### src/rtl/dino_pkg.sv
// Shared types and defaults for the dino jump controller and its integrator.
// Build with DEBOUNCE_EN defined to debounce the buttons.
package dino_pkg;

  typedef logic signed [31:0] kin_t;

  typedef enum logic [2:0] {
    IDLE   = 3'd0,
    RUN    = 3'd1,
    LAUNCH = 3'd2,
    AIR    = 3'd3,
    LAND   = 3'd4,
    DEAD   = 3'd5
  } state_t;

  localparam kin_t DEF_GRAV_NORM  = 32'sd1;
  localparam kin_t DEF_GRAV_FAST  = 32'sd2;
  localparam kin_t DEF_LAUNCH_VEL = 32'sd1200;

endpackage

### src/rtl/dino_tick_gen.sv
// Physics tick divider: counts 0..TICK_DIV-1, wraps, and restarts on clr.
// The tick is masked while clr is high so a restart never double-ticks.
module dino_tick_gen #(
  parameter int TICK_DIV = 100000
) (
  input  logic clk,
  input  logic rst_n,
  input  logic en,
  input  logic clr,
  output logic tick
);

  localparam int CW = $clog2(TICK_DIV);
  localparam logic [CW-1:0] LAST = CW'(TICK_DIV - 1);

  logic [CW-1:0] cnt;

  always_ff @(posedge clk or negedge rst_n) begin
    if (!rst_n) begin
      cnt <= '0;
    end else if (clr || cnt == LAST) begin
      cnt <= '0;
    end else begin
      cnt <= cnt + 1'b1;
    end
  end

  assign tick = en & ~clr & (cnt == '0);

endmodule

### src/rtl/dino_jump_ctrl.sv
// Game/jump sequencer driving the dino physics integrator.
// Optional DEBOUNCE_EN adds a stability filter behind the synchronizers.
module dino_jump_ctrl
  import dino_pkg::*;
#(
  parameter int   TICK_DIV   = 100000,
  parameter kin_t LAUNCH_VEL = DEF_LAUNCH_VEL,
  parameter kin_t GRAV_NORM  = DEF_GRAV_NORM,
  parameter kin_t GRAV_FAST  = DEF_GRAV_FAST,
  parameter int   SCORE_W    = 16
`ifdef DEBOUNCE_EN
  ,
  parameter int   DEB_CYCLES = 1000
`endif
) (
  input  logic               clk,
  input  logic               rst_n,
  input  logic               btn_up,
  input  logic               btn_down,
  input  logic               collide,
  input  kin_t               pos,
  input  kin_t               vel,
  output logic               phys_tick,
  output logic               phys_load,
  output logic               phys_clear,
  output kin_t               load_vel,
  output kin_t               acc,
  output logic [2:0]         game_state,
  output logic [SCORE_W-1:0] score,
  output logic               game_over
);

  logic [1:0] sync1;
  logic [1:0] sync2;
  logic [1:0] lvl;
  logic       up_q;
  logic       up_edge;
  logic       down_lvl;

  always_ff @(posedge clk or negedge rst_n) begin
    if (!rst_n) begin
      sync1 <= '0;
      sync2 <= '0;
    end else begin
      sync1 <= {btn_down, btn_up};
      sync2 <= sync1;
    end
  end

`ifdef DEBOUNCE_EN
  localparam int DW = $clog2(DEB_CYCLES + 1);
  localparam logic [DW-1:0] DLAST = DW'(DEB_CYCLES - 1);

  logic [DW-1:0] deb_cnt [2];
  logic [1:0]    deb;

  // Level follows the synced input only after a full stable window.
  always_ff @(posedge clk or negedge rst_n) begin
    if (!rst_n) begin
      deb        <= '0;
      deb_cnt[0] <= '0;
      deb_cnt[1] <= '0;
    end else begin
      for (int i = 0; i < 2; i++) begin
        if (sync2[i] == deb[i]) begin
          deb_cnt[i] <= '0;
        end else if (deb_cnt[i] == DLAST) begin
          deb[i]     <= sync2[i];
          deb_cnt[i] <= '0;
        end else begin
          deb_cnt[i] <= deb_cnt[i] + 1'b1;
        end
      end
    end
  end

  assign lvl = deb;
`else
  assign lvl = sync2;
`endif

  always_ff @(posedge clk or negedge rst_n) begin
    if (!rst_n) begin
      up_q <= 1'b0;
    end else begin
      up_q <= lvl[0];
    end
  end

  assign up_edge  = lvl[0] & ~up_q;
  assign down_lvl = lvl[1];

  state_t state_q;
  state_t state_d;
  logic   tick;
  logic   run_entry_q;
  logic   landed;

  dino_tick_gen #(
    .TICK_DIV(TICK_DIV)
  ) u_tick (
    .clk  (clk),
    .rst_n(rst_n),
    .en   (state_q == RUN || state_q == AIR),
    .clr  (run_entry_q),
    .tick (tick)
  );

  // Landing is judged only between ticks so pos/vel are settled.
  assign landed = (pos <= 0) && (vel <= 0) && !tick;

  always_comb begin
    state_d = state_q;
    unique case (state_q)
      IDLE:    if (up_edge) state_d = RUN;
      RUN: begin
        if (collide)      state_d = DEAD;
        else if (up_edge) state_d = LAUNCH;
      end
      LAUNCH:  state_d = AIR;
      AIR: begin
        if (collide)     state_d = DEAD;
        else if (landed) state_d = LAND;
      end
      LAND:    state_d = RUN;
      DEAD:    if (up_edge) state_d = IDLE;
      default: state_d = IDLE;
    endcase
  end

  always_ff @(posedge clk or negedge rst_n) begin
    if (!rst_n) begin
      state_q     <= IDLE;
      run_entry_q <= 1'b0;
    end else begin
      state_q     <= state_d;
      run_entry_q <= (state_d == RUN) && (state_q != RUN);
    end
  end

  always_ff @(posedge clk or negedge rst_n) begin
    if (!rst_n) begin
      acc <= '0;
    end else if (state_d == LAUNCH) begin
      acc <= -GRAV_NORM;
    end else if (state_d == LAND || (state_q == DEAD && up_edge)) begin
      acc <= '0;
    end else if (state_q == AIR && tick) begin
      acc <= down_lvl ? -GRAV_FAST : -GRAV_NORM;
    end
  end

  always_ff @(posedge clk or negedge rst_n) begin
    if (!rst_n) begin
      score <= '0;
    end else if (state_q == DEAD && up_edge) begin
      score <= '0;
    end else if (tick && score != '1) begin
      score <= score + 1'b1;
    end
  end

  assign phys_tick  = tick;
  assign phys_load  = (state_q == LAUNCH);
  assign phys_clear = (state_q == LAND) || (state_q == DEAD && up_edge);
  assign load_vel   = phys_load ? LAUNCH_VEL : '0;
  assign game_state = state_q;
  assign game_over  = (state_q == DEAD);

endmodule
### config.mk
export PLATFORM = sky130hd
export DESIGN_NAME = dino_jump_ctrl
export DESIGN_NICKNAME = d
export VERILOG_FILES = /design/src/rtl/dino_pkg.sv /design/src/rtl/dino_tick_gen.sv /design/src/rtl/dino_jump_ctrl.sv
export SDC_FILE = /design/constraint.sdc
export NUM_CORES = 1
export LEC_CHECK = 0
export ABC_AREA = 0
export BUFFER_PORTS_ARGS = -buffer_cell sky130_fd_sc_hd__buf_2
export CORE_AREA = 10 10 83 114
export DETAILED_ROUTE_END_ITERATION = 6
export DIE_AREA = 0 0 93 124
export MAX_ROUTING_LAYER = met4
export PLACE_DENSITY = 0.74
export SETUP_SLACK_MARGIN = 0.05
export SYNTH_ARGS = -nofsm -noshare
export SYNTH_HDL_FRONTEND = slang
export SYNTH_SLANG_ARGS = --single-unit
### constraint.sdc
create_clock -name clk -period 1.67 [get_ports clk]
set_input_delay 0.334 -clock clk [delete_from_list [all_inputs] [get_ports clk]]
set_output_delay 0.334 -clock clk [all_outputs]
set_load 0.03 [all_outputs]
Yosys cells after proc, flatten, opt, wreduce, memory -nomap -nowiden
Cells that the tools add are included.
{ "op_classes": {"n_eq_ne": 11, "reduce_logical": 15, "add_sub_neg": 2, "n_lt_le_gt_ge": 2, "bitwise": 5, "muxes": 15} }
{ "ops": {"columns": ["op", "n"], "rows": [
  ["two-way mux 32 bit", 3],
  ["less-or-equal comparator 32 x 1 -> 1 bit, second input constant", 2],
  ["two-way mux 16 bit", 2],
  ["two-way mux 3 bit", 6],
  ["case mux 3 bit (6 select lines)", 1],
  ["adder 17 x 1 -> 17 bit, second input constant", 1],
  ["== test 17 bit, second input constant", 1],
  ["zero test 17 bit", 1],
  ["two-way mux 17 bit", 1],
  ["adder 16 x 1 -> 16 bit, second input constant", 1],
  ["inequality test 16 bit, second input constant", 1],
  ["two-way mux 11 bit", 1],
  ["== test 3 x 2 -> 1 bit, second input constant", 3],
  ["== test 3 bit, second input constant", 3],
  ["== test 3 x 1 -> 1 bit, second input constant", 2],
  ["logical AND 1 bit", 6],
  ["logical OR 1 bit", 4],
  ["bitwise AND 1 bit", 3],
  ["zero test 3 bit", 1],
  ["inequality test 3 x 1 -> 1 bit, second input constant", 1],
  ["nonzero test 3 bit", 1],
  ["NOT 1 bit", 2],
  ["nonzero test 2 bit", 1],
  ["zero test 1 bit", 1],
  ["two-way mux 1 bit", 1]
]} }
{ "word_totals": {"reg_bits": 74} }

Longest topological paths before layout
Gate-level depths: netlist of run 1.
{ "depth": {"word_depth": 13, "depth_mapped": 8, "depth_no_buf": 8} }

Cells and area by module
From an unflattened synthesis of run 1, not the netlist that was laid out.
{ "hier_totals": {"cells_unflattened": 305, "hier_area_um2": 2856.5} }
{ "modules_own_cells": {"columns": ["module", "instances", "seq_area_each_um2", "cells_per_inst", "area_each_um2"], "rows": [
  ["dino_jump_ctrl", 1, 675.6, 217, 1985.7],
  ["dino_tick_gen", 1, 425.4, 88, 870.8]
]} }

Least setup slack after synthesis of run 1
Ideal clock, no wire load.
{ "synth_path": {"path_kind": "reg-to-output", "from": "register state_q[1] (netlist: game_state[1])", "to": "output load_vel[10]", "arrival_time_ns": 1.688, "required_time_ns": 1.336, "n_path_buf": 2, "path_stages_with_launch": 5, "setup_slack_ns": -0.352, "cell_sequence": "dfrtp_1 -> clkbuf_1 -> nand2b_1 -> nor2_1 -> buf_4"} }
{ "synth_between": {"elab_chain_len": 2} }
{ "synth_lines": {"columns": ["item", "line", "text"], "rows": [
  ["from (decl)", "dino_jump_ctrl.sv:93", "state_t state_q;"],
  ["from (signal assigned)", "dino_jump_ctrl.sv:136", "state_q <= state_d;"],
  ["== test 3 x 2 -> 1 bit", "dino_jump_ctrl.sv:164", "assign phys_load = (state_q == LAUNCH);"],
  ["net phys_load", "dino_jump_ctrl.sv:24", "output logic phys_load,"],
  ["two-way mux 11 bit", "dino_jump_ctrl.sv:166", "assign load_vel = phys_load ? LAUNCH_VEL : '0;"],
  ["to (decl)", "dino_jump_ctrl.sv:26", "output kin_t load_vel,"]
]} }
The timed path passes the listed nets, and every way through them passes these cells.

Worst setup path after layout of run 1
{ "layout_path": {"from": "register u_tick.cnt[12]", "to": "output phys_tick"} }
{ "layout_between": {"elab_chain_len": 2} }
{ "layout_lines": {"columns": ["item", "line", "text"], "rows": [
  ["from (decl)", "dino_tick_gen.sv:16", "logic [CW-1:0] cnt;"],
  ["from (signal assigned)", "dino_tick_gen.sv:24", "cnt <= cnt + 1'b1;"],
  ["zero test 17 bit", "dino_tick_gen.sv:28", "assign tick = en & ~clr & (cnt == '0);"],
  ["bitwise AND 1 bit", "dino_tick_gen.sv:28", null],
  ["to (decl)", "dino_jump_ctrl.sv:23", "output logic phys_tick,"]
]} }
No other way between the ends.

==> results.cfg, run 1 <==
[pwr]
p_leak_nw = 2.12
clkPwrFrac_pct = 14.5
p_comb_share_pct = 60.4
p_seq_share_pct = 25.0
swShare_pct = 48.2
total_power_mw = 5.50
intPower_mw = 2.85
power_density_nw_per_um2 = 1300
netSwitchingPower_mw = 2.65
irDropWorstVdd_v = 0.00103

[route]
drt_pass1_iterations = 4
ant_nets = 0
drt_iter0_markers = 116
wire_per_inst_um = 16.4
drc = 0
totalWireLength_um = 9350
avgViaCountPerCell = 4.80
vias = 2740

[setup_path]
r2r_start = u_tick.cnt[0]
worstPathRequired_ns = 1.34
crit_path_cell_trace = nor4_2, nand2_1, buf_6, and4b_2, buf_6
r2r-end = score[12]
critPathSlowestCell = dfrtp_1
critPathMostFrequentCell = buf_6
worstPathMaxFanout = 2
arrival_ns = 1.65
rrSetupSlack_ns = -0.21
cpPeakStageDelay_ns = 0.40
critical_path_class = reg -> out
cp-startpoint = u_tick.cnt[12]
r2r_cells = 10
cp-end-kind = primary output
crit_path_start_kind = flop

[timing]
final.setup_skew_ns = 0.00937
final_hold_viol_count = 0
min_period_ns = 1.98
fmax_ghz = 0.505
finalCritPeriodShare_pct = 119
slew_viol_final = 0
setup_slack_ns = -0.311
setup_violations = 18
whs_ns = 0.135
grt_setup_unrepaired = yes

[placement]
preCtsSetupSlack_ns = -0.242
dp_hpwl_um = 7020
routabilityCongestion = 0.885
portBuffers = 127
dpl_cell_area_sq_um = 3690

[final_layout]
syn2layout_area_growth_pct = 47.7
nets = 545
layout-drive-gt1-share_pct = 56.5
final_cell_mix = 118 x buf_2, 53 x buf_4, 34 x nor2_1
final_common_cell = buf_2
n_antenna_cell = 0
n_fill_cell = 620
stdcell_area_sq_um = 4220

[cts]
clock_latency_ns = 0.30
clkTransAtPathRegs_ns = 0.08
cts_buffers = 5
cts_num_sinks = 44
cts_root_buf = clkbuf_8
ctsLongestPathBuffers = 2
cts_tree = yes
cts-htree-levels = 2

[synth]
synthArstFlopShare_pct = 100
syn-instance-count = 314
ys_types = 46
yosysWarningCount = 0
synth_seq_cells = 44
synth_top_flop_cell = dfrtp_1
synth_area_sq_um = 2860
ys_seq_area_share_pct = 38.5
synth_edf_count = 0
avgSynthCellArea_sq_um = 9.11

[global_route]
grt_max_degree = 32
grt_usage_pct = 14.9
grt_overflow_total = 0
antenna_found_initial = 0
grt_pass1_vias = 2747
grt_pass1_wl_um = 13600

[floorplan]
die_height_um = 124
die_w_um = 93
core_area_sq_um = 7310
io_pins = 156
core.rowCount = 37
start_util_pct = 39.1
dieArea_sq_um = 11500

[outcome]
violations = negative setup slack
outcome = complete, but fails checks

[hold_path]
hold_path_class = in -> reg
hp-start = btn_down
whs_endpoint = sync1[1]
holdPathStages = 1

[run]
drv_cap = 0
==> how the worst max path moves through the flow <==
stage / slack [ns] / cells past startpoint / end
after global placement: -0.19 / 5 / phys_tick
after detailed placement: -0.24 / 5 / phys_tick
after CTS: -0.33 / 5 / phys_tick
final: -0.31 / 5 / phys_tick
after floorplan: -0.09 / 7 / score[13]
after global routing: -0.38 / 5 / phys_tick
==> cell families (layout without fill, tap and decap cells) <==
group | Yosys count | in the layout | synth area share (%)
AOI/OAI and AO/OA | 20 | 20 | 5.25
xor gates and xnor gates | 27 | 27 | 8.27
adders and majority gates | 3 | 3 | 1.31
buffers and inverters | 75 | 208 | 18.2
DFF | 44 | 44 | 38.5
other | 1 | 28 | 0.131
and+or+nand+nor | 144 | 144 | 28.4
==> Yosys cell counts (all sizes together), types with 3 or more instances <==
cell / instances / area (sq um)
nand4: 9 / 62.6
nor3: 8 / 45.0
and3: 5 / 37.5
nand3: 15 / 80.1
nor2: 43 / 161
nand2: 21 / 78.8
inv: 7 / 26.3
xor2: 18 / 158
a21oi: 6 / 30.0
buf: 65 / 482
nand2b: 6 / 37.5
o21ai: 3 / 15.0
ha: 3 / 37.5
xnor2: 9 / 78.8
clkbuf: 3 / 11.3
or3: 4 / 25.0
nor4: 23 / 204
dfrtp: 44 / 1100
==> metrics by stage <==
step | std cells | setup TNS [ns] | util (%)
after CTS | 562 | -3.01 | 54.2
after detailed placement | 549 | -3.90 | 50.4
after global routing | 571 | -4.98 | 57.7
after floorplan | 341 | -0.561 | -
final | 571 | -2.56 | 57.7
after global placement | 549 | -1.70 | 50.4
==> power by group through the flow <==
stage                     clock [mW]  combinational, mW  sequential (mW)
after global placement             0               2.87             1.37
after CTS                      0.822               3.08             1.37
after global routing           0.858               3.56             1.39
after detailed placement           0               2.92             1.38
final                          0.800               3.33             1.38
after floorplan                    0               2.16             1.66
==> sequential cells by signal, summed over array words and instances (netlist names) <==
register	count
run_entry_q	1
u_tick.cnt	17
acc	2
sync1	2
score	16
game_state	3
up_q	1
lvl	2
==> per-layer routing <==
metal / part of all wire, % / GRT usage (%) / vias to the layer above
li1: - / - / 1304
met1: 35 / 14.7 / 1316
met2: 54 / 27.9 / 97
met3: 7.2 / 4.46 / 23
met4: 2.9 / 4.06 / 0
met5: 0 / - / -
==> repair_timing <==
action | 4_1_cts | 5_1_grt
pin swaps | 11 | 29
resized for setup | 33 | 45
hold endpoints to repair | 16 | 0
cloned | 0 | 1
setup endpoints to repair | 45 | 34
hold buffers | 1 | 0
setup buffers | 4 | 9
==> cell type report <==
class | count | area, sq um | share of cell area, %
Tap cell | 97 | 121 | 2.87
Sequential cell | 44 | 1120 | 26.4
Clock inverter | 1 | 30.0 | 0.711
Timing Repair Buffer | 193 | 1270 | 30.2
Inverter | 7 | 26.3 | 0.622
Clock buffer | 7 | 76.3 | 1.81
Multi-Input combinational cell | 222 | 1580 | 37.3
==> worst max-delay path: cells and delay by family (launching register included) <==
| kind | cells | cell delay, ns |
|---|---|---|
| flops | 1 | 0.40 |
| simple gates | 3 | 0.69 |
| buf+inv | 2 | 0.27 |
No activity file was read; power rests on OpenSTA's default activity.
==> run 2: changes to the inputs <==
--- a/config.mk
+++ b/config.mk
@@ -10,6 +10,7 @@
 export CORE_AREA = 10 10 83 114
 export DETAILED_ROUTE_END_ITERATION = 6
 export DIE_AREA = 0 0 93 124
+export GPL_TIMING_DRIVEN = 0
 export MAX_ROUTING_LAYER = met4
 export PLACE_DENSITY = 0.74
 export SETUP_SLACK_MARGIN = 0.05
==> run 2 against run 1 <==
  * The flow still finishes with violations (negative setup slack)
  * Core utilization rose by 1.4 points
  * Clock power fell by 15%
  * Critical path depth rose by 4
  * Count of clock-buffer cells in the layout fell by 1
  * Register-to-register slack got worse by 0.02 ns
  * Sequential share of layout area fell by 0.44 points
  * Highest routed layer unchanged
  * Worst setup slack improved by 0.078 ns
  * Clock skew barely moved
  * Via count rose by 0.62%
  * Sequential cell count did not move
==> results.cfg, run 2 (same netlist as run 1, synthesis figures left out) <==
[route]
wire_per_inst_um = 15.0
wirelength_met1_um = 3420
drt_pass1_iterations = 4
drt_iter0_markers = 93
vias = 2757
met2_length_um = 4850
wl_met3_um = 609
ant_nets = 0
totalWireLength_um = 9010
topRoutingLayerUsed = met4
avgViaCountPerCell = 4.60
drc = 0

[cts]
cts_root_buf = clkbuf_8
cts_tree = yes
cts_buffers = 5
clkTransAtPathRegs_ns = 0.08
ctsLongestPathBuffers = 2
cts-htree-levels = 2
cts_num_sinks = 44
hold_buffers = 0
clock_latency_ns = 0.30

[timing]
slew_headroom_pct = 34.9
grt_setup_unrepaired = yes
whs_ns = 0.134
slew_viol_final = 0
final_hold_viol_count = 0
finalCritPeriodShare_pct = 114
setup_violations = 21
min_period_ns = 1.90
setup_slack_ns = -0.233
worst_slew_pin_slew_ns = 0.977
fmax_ghz = 0.525
final.setup_skew_ns = 0.00966
tns_ns = -2.78

[floorplan]
io_pins = 156
core_area_sq_um = 7310
die_height_um = 124
dieArea_sq_um = 11500
die_w_um = 93
start_util_pct = 39.1
core.rowCount = 37

[global_route]
antenna_found_initial = 0
grt_pass1_vias = 2765
grt_max_degree = 45
grt_pass1_wl_um = 13800
grt_overflow_total = 0
grt_usage_pct = 15.1

[setup_path]
crit_path_start_kind = flop
arrival_ns = 2.09
worstPathMaxFanout = 6
worstPathRequired_ns = 1.86
critical_path_class = reg -> reg
cp-end-kind = flop

[pwr]
p_leak_nw = 2.24
swShare_pct = 46.7
p_seq_share_pct = 24.8
netSwitchingPower_mw = 2.68
p_comb_share_pct = 63.3
intPower_mw = 3.06
power_density_nw_per_um2 = 1330
irDropWorstVdd_v = 0.000852
clkPwrFrac_pct = 11.9

[final_layout]
syn2layout_area_growth_pct = 51.2
final_cell_mix = 119 x buf_2, 79 x buf_4, 35 x nor2_1
regMostFlops = u_tick.cnt
largest_reg_flops = 17
n_antenna_cell = 0
nets = 573
final_common_cell = buf_2
n_fill_cell = 643
layout-drive-gt1-share_pct = 56.8

[outcome]
violations = negative setup slack
outcome = complete, but fails checks

[hold_path]
hold_path_class = in -> reg

[placement]
portBuffers = 127
routabilityCongestion = 0.872
dp_hpwl_um = 6830

[run]
drv_cap = 0
==> run 2: cell count changes in the layout (fill, tap and decap cells not counted), sizes merged <==
cell	previous run	this run
bufinv	1	0
dlygate4sd3	1	0
clkinv	0	2
buf	191	219
==> run 2: worst max-delay path, cell delays in order, from the launching register on <==
cell      delay, ns
dfrtp_1        0.39
inv_1          0.06
ha_1           0.15
and4bb_2       0.28
nand3_4        0.12
nor4_4         0.29
buf_4          0.18
nand4_1        0.12
xor2_1         0.15
nor2_1         0.05
==> run 2: path summary, 6_finish.rpt <==
| kind | from | end | slack [ns] | cells after the start |
|---|---|---|---|---|
| worst min-delay path | btn_up | sync1[0] | 0.13 | 1 |
| worst max register to register | u_tick.cnt[0] | score[10] | -0.23 | 9 |
| worst max-delay path | u_tick.cnt[0] | score[10] | -0.23 | 9 |
| worst min register to register | sync1[1] | lvl[1] | 0.35 | 0 |
| min in group asynchronous | rst_n | u_tick.cnt[5] | 0.18 | 1 |
| max in group asynchronous | rst_n | acc[30] | 0.77 | 1 |
==> run 2: final cells by class <==
cell class	count	area, sq um	area share [%]
repair buffers	154	911	21.1
clock buffers	6	82.6	1.91
multi-input cells	222	1520	35.2
clock inverters	2	10.0	0.232
plain buffers	67	527	12.2
inverters	7	26.3	0.608
well taps	97	121	2.81
flip-flops and latches	44	1120	26.0
==> run 2: stage by stage <==
step / total power, mW / utilization [%] / instances / instance area [sq um] / worst slack, ns
final: 5.74 / 59.1 / 599 / 4320 / -0.233
after global routing: 6.10 / 59.1 / 599 / 4320 / -0.352
after CTS: 5.67 / 56.6 / 592 / 4140 / -0.224
after detailed placement: 4.67 / 51.5 / 565 / 3770 / -0.398
after global placement: 4.62 / 51.5 / 565 / 3770 / -0.370
after floorplan: 3.81 / - / 341 / 3010 / -0.0947
==> run 2: power by group through the flow <==
| stage | sequential, mW | clock (mW) | combinational (mW) |
|---|---|---|---|
| finish | 1.42 | 0.682 | 3.63 |
| global route | 1.45 | 0.754 | 3.90 |
| CTS | 1.42 | 0.703 | 3.55 |
| detailed placement | 1.55 | 0 | 3.12 |
| global placement | 1.54 | 0 | 3.08 |
| floorplan | 1.66 | 0 | 2.16 |
==> run 2: what timing repair did <==
action                                  4_1_cts  5_1_grt
gates cloned                                  0        1
gates resized for setup                      36       35
endpoints found under the setup margin       73       70
setup buffers                                20        7
pin swaps                                    16       18
==> run 2: per-layer routing <==
metal,GRT usage [%],vias to the layer above
met4,3.77,0
met1,15.7,1281
met5,-,-
li1,-,1358
met3,3.85,12
met2,27.7,106
==> run 3: changes to the inputs <==
--- a/config.mk
+++ b/config.mk
@@ -7,9 +7,9 @@
 export LEC_CHECK = 0
 export ABC_AREA = 0
 export BUFFER_PORTS_ARGS = -buffer_cell sky130_fd_sc_hd__buf_2
-export CORE_AREA = 10 10 83 114
+export CORE_AREA = 5 5 78 109
 export DETAILED_ROUTE_END_ITERATION = 6
-export DIE_AREA = 0 0 93 124
+export DIE_AREA = 0 0 83 114
 export GPL_TIMING_DRIVEN = 0
 export MAX_ROUTING_LAYER = met4
 export PLACE_DENSITY = 0.74
==> run 3 against run 2 <==
  * The run still ends with negative setup slack left
  * First-iteration DRC count grew 6.5%
  * Critical path type is now reg -> out
  * Non-clock buffer count shrank 2
  * Critical path depth down 4
  * Via count grew 0.87%
  * Sequential power grew 4%
  * Clock power grew 26%
  * Combinational power grew 3%
  * Routed wire length shrank 8.7%
  * Fmax decreased by 1.6%
  * Worst setup slack worse by 0.031 ns
==> results.cfg, run 3 (same netlist as run 1, synthesis figures left out) <==
[outcome]
outcome = complete, but fails checks
violations = negative setup slack

[route]
drt_pass1_iterations = 4
vias = 2781
avgViaCountPerCell = 4.64
ant_nets = 0
drt_iter0_markers = 99
totalWireLength_um = 8220
drc = 0
wire_per_inst_um = 13.7

[cts]
cts_buffers = 5
cts_root_buf = clkbuf_8
ctsLongestPathBuffers = 2
clock_latency_ns = 0.30
cts_tree = yes
cts-htree-levels = 2
hold_buffers = 0
clkTransAtPathRegs_ns = 0.08
cts_num_sinks = 44

[final_layout]
nets = 571
n_antenna_cell = 0
regMostFlops = u_tick.cnt
final_cells = 600
final_cell_mix = 115 x buf_2, 80 x buf_4, 35 x nor2_1
stdcell_area_sq_um = 4350
n_fill_cell = 657
largest_reg_flops = 17
layout-drive-gt1-share_pct = 56.2
syn2layout_area_growth_pct = 52.1
final_common_cell = buf_2

[global_route]
grt_max_degree = 45
grt_pass1_vias = 2641
antenna_found_initial = 0
grt_usage_pct = 16.2
grt_overflow_total = 0
grt_pass1_wl_um = 12500

[setup_path]
r2r-end = score[13]
crit_path_cell_trace = inv_1, ha_1, and4bb_2, and4b_2, buf_6
worstPathMaxFanout = 3
critical_path_class = reg -> out
cpPeakStageDelay_ns = 0.43
r2r_cells = 9
critPathSlowestCell = dfrtp_1
crit_path_end = phys_tick
cp_top_family = simple AND/OR/NAND/NOR gates
cp-end-kind = primary output
arrival_ns = 1.60
path_buf_inv = 2
r2r_start = u_tick.cnt[1]
cp-startpoint = u_tick.cnt[1]
worstPathRequired_ns = 1.34
rrSetupSlack_ns = -0.20
crit_cells = 5
crit_path_start_kind = flop

[pwr]
p_leak_nw = 2.23
power_density_nw_per_um2 = 1390
irDropWorstVdd_v = 0.000985

[timing]
slew_viol_final = 0
final_hold_viol_count = 0
min_period_ns = 1.93
grt_setup_unrepaired = yes
finalCritPeriodShare_pct = 116
fmax_ghz = 0.517
setup_slack_ns = -0.264
worst_slew_pin_slew_ns = 0.971
setup_violations = 41
final.setup_skew_ns = 0.0131
slew_headroom_pct = 35.3

[hold_path]
hold_path_class = in -> reg

[placement]
dp_hpwl_um = 6080
routabilityCongestion = 0.923
portBuffers = 127
dpl_cell_area_sq_um = 3770
dp.cells = 568

[floorplan]
dieArea_sq_um = 9460
die_w_um = 83
die_height_um = 114
core.rowCount = 38
start_util_pct = 38.1
core_area_sq_um = 7510
io_pins = 156

[run]
drv_cap = 0
==> run 3: worst min path at each step <==
stage	start	to	slack (ns)	depth (start not counted)
floorplan	rst_n	acc[0]	0.04	0
finish	btn_down	sync1[1]	0.14	1
global placement	sync1[0]	lvl[0]	0.33	0
detailed placement	sync1[1]	lvl[1]	0.34	0
CTS	btn_down	sync1[1]	0.13	1
global route	btn_down	sync1[1]	0.12	1
==> run 3: worst register-to-register path: stages, from the launching register on <==
cell       delay (ns)
dfrtp_1          0.43
inv_1            0.08
ha_1             0.14
and4bb_2         0.28
nand3_4          0.12
a2111oi_4        0.22
buf_6            0.18
nand4_1          0.10
xor2_1           0.17
nor2_1           0.05
==> run 3: metal layers <==
metal | GRT usage, % | part of all wire (%) | up-vias
met3 | 3.40 | 5.6 | 14
met5 | - | 0 | -
met2 | 28.6 | 52 | 102
met1 | 19.2 | 40 | 1308
met4 | 3.27 | 1.7 | 0
li1 | - | - | 1357
==> run 3: cell type report <==
class	instances	area [sq um]	area share, %
multi-input cells	222	1500	34.4
flip-flops and latches	44	1120	25.8
repair buffers	152	927	21.3
plain buffers	67	527	12.1
well taps	100	125	2.88
clock buffers	6	82.6	1.90
clock inverters	2	38.8	0.892
inverters	7	26.3	0.604
==> run 3: metrics by stage <==
| stage | setup slack (ns) | hold slack (ns) | setup TNS, ns | total power, mW | utilization [%] |
|---|---|---|---|---|---|
| global placement | -0.349 | 0.332 | -6.02 | 4.58 | 50.2 |
| global route | -0.332 | 0.118 | -8.38 | 6.40 | 57.9 |
| detailed placement | -0.403 | 0.336 | -7.90 | 4.64 | 50.2 |
| CTS | -0.243 | 0.130 | -3.86 | 5.65 | 53.9 |
| floorplan | -0.0947 | 0.0384 | -0.561 | 3.81 | - |
| finish | -0.264 | 0.139 | -3.64 | 6.06 | 57.9 |
==> run 3: timing repair <==
| action | in CTS | in global routing |
|---|---|---|
| buffers inserted | 8 | 16 |
| resized for setup | 28 | 47 |
| gates cloned | 0 | 1 |
| pin swaps | 5 | 22 |
| setup endpoints to repair | 73 | 75 |
==> run 3: report_power, final <==
part	switching [mW]	internal (mW)	total (mW)
Clock	0.371	0.489	0.861
Combinational	2.12	1.61	3.73
Sequential	0.213	1.25	1.47
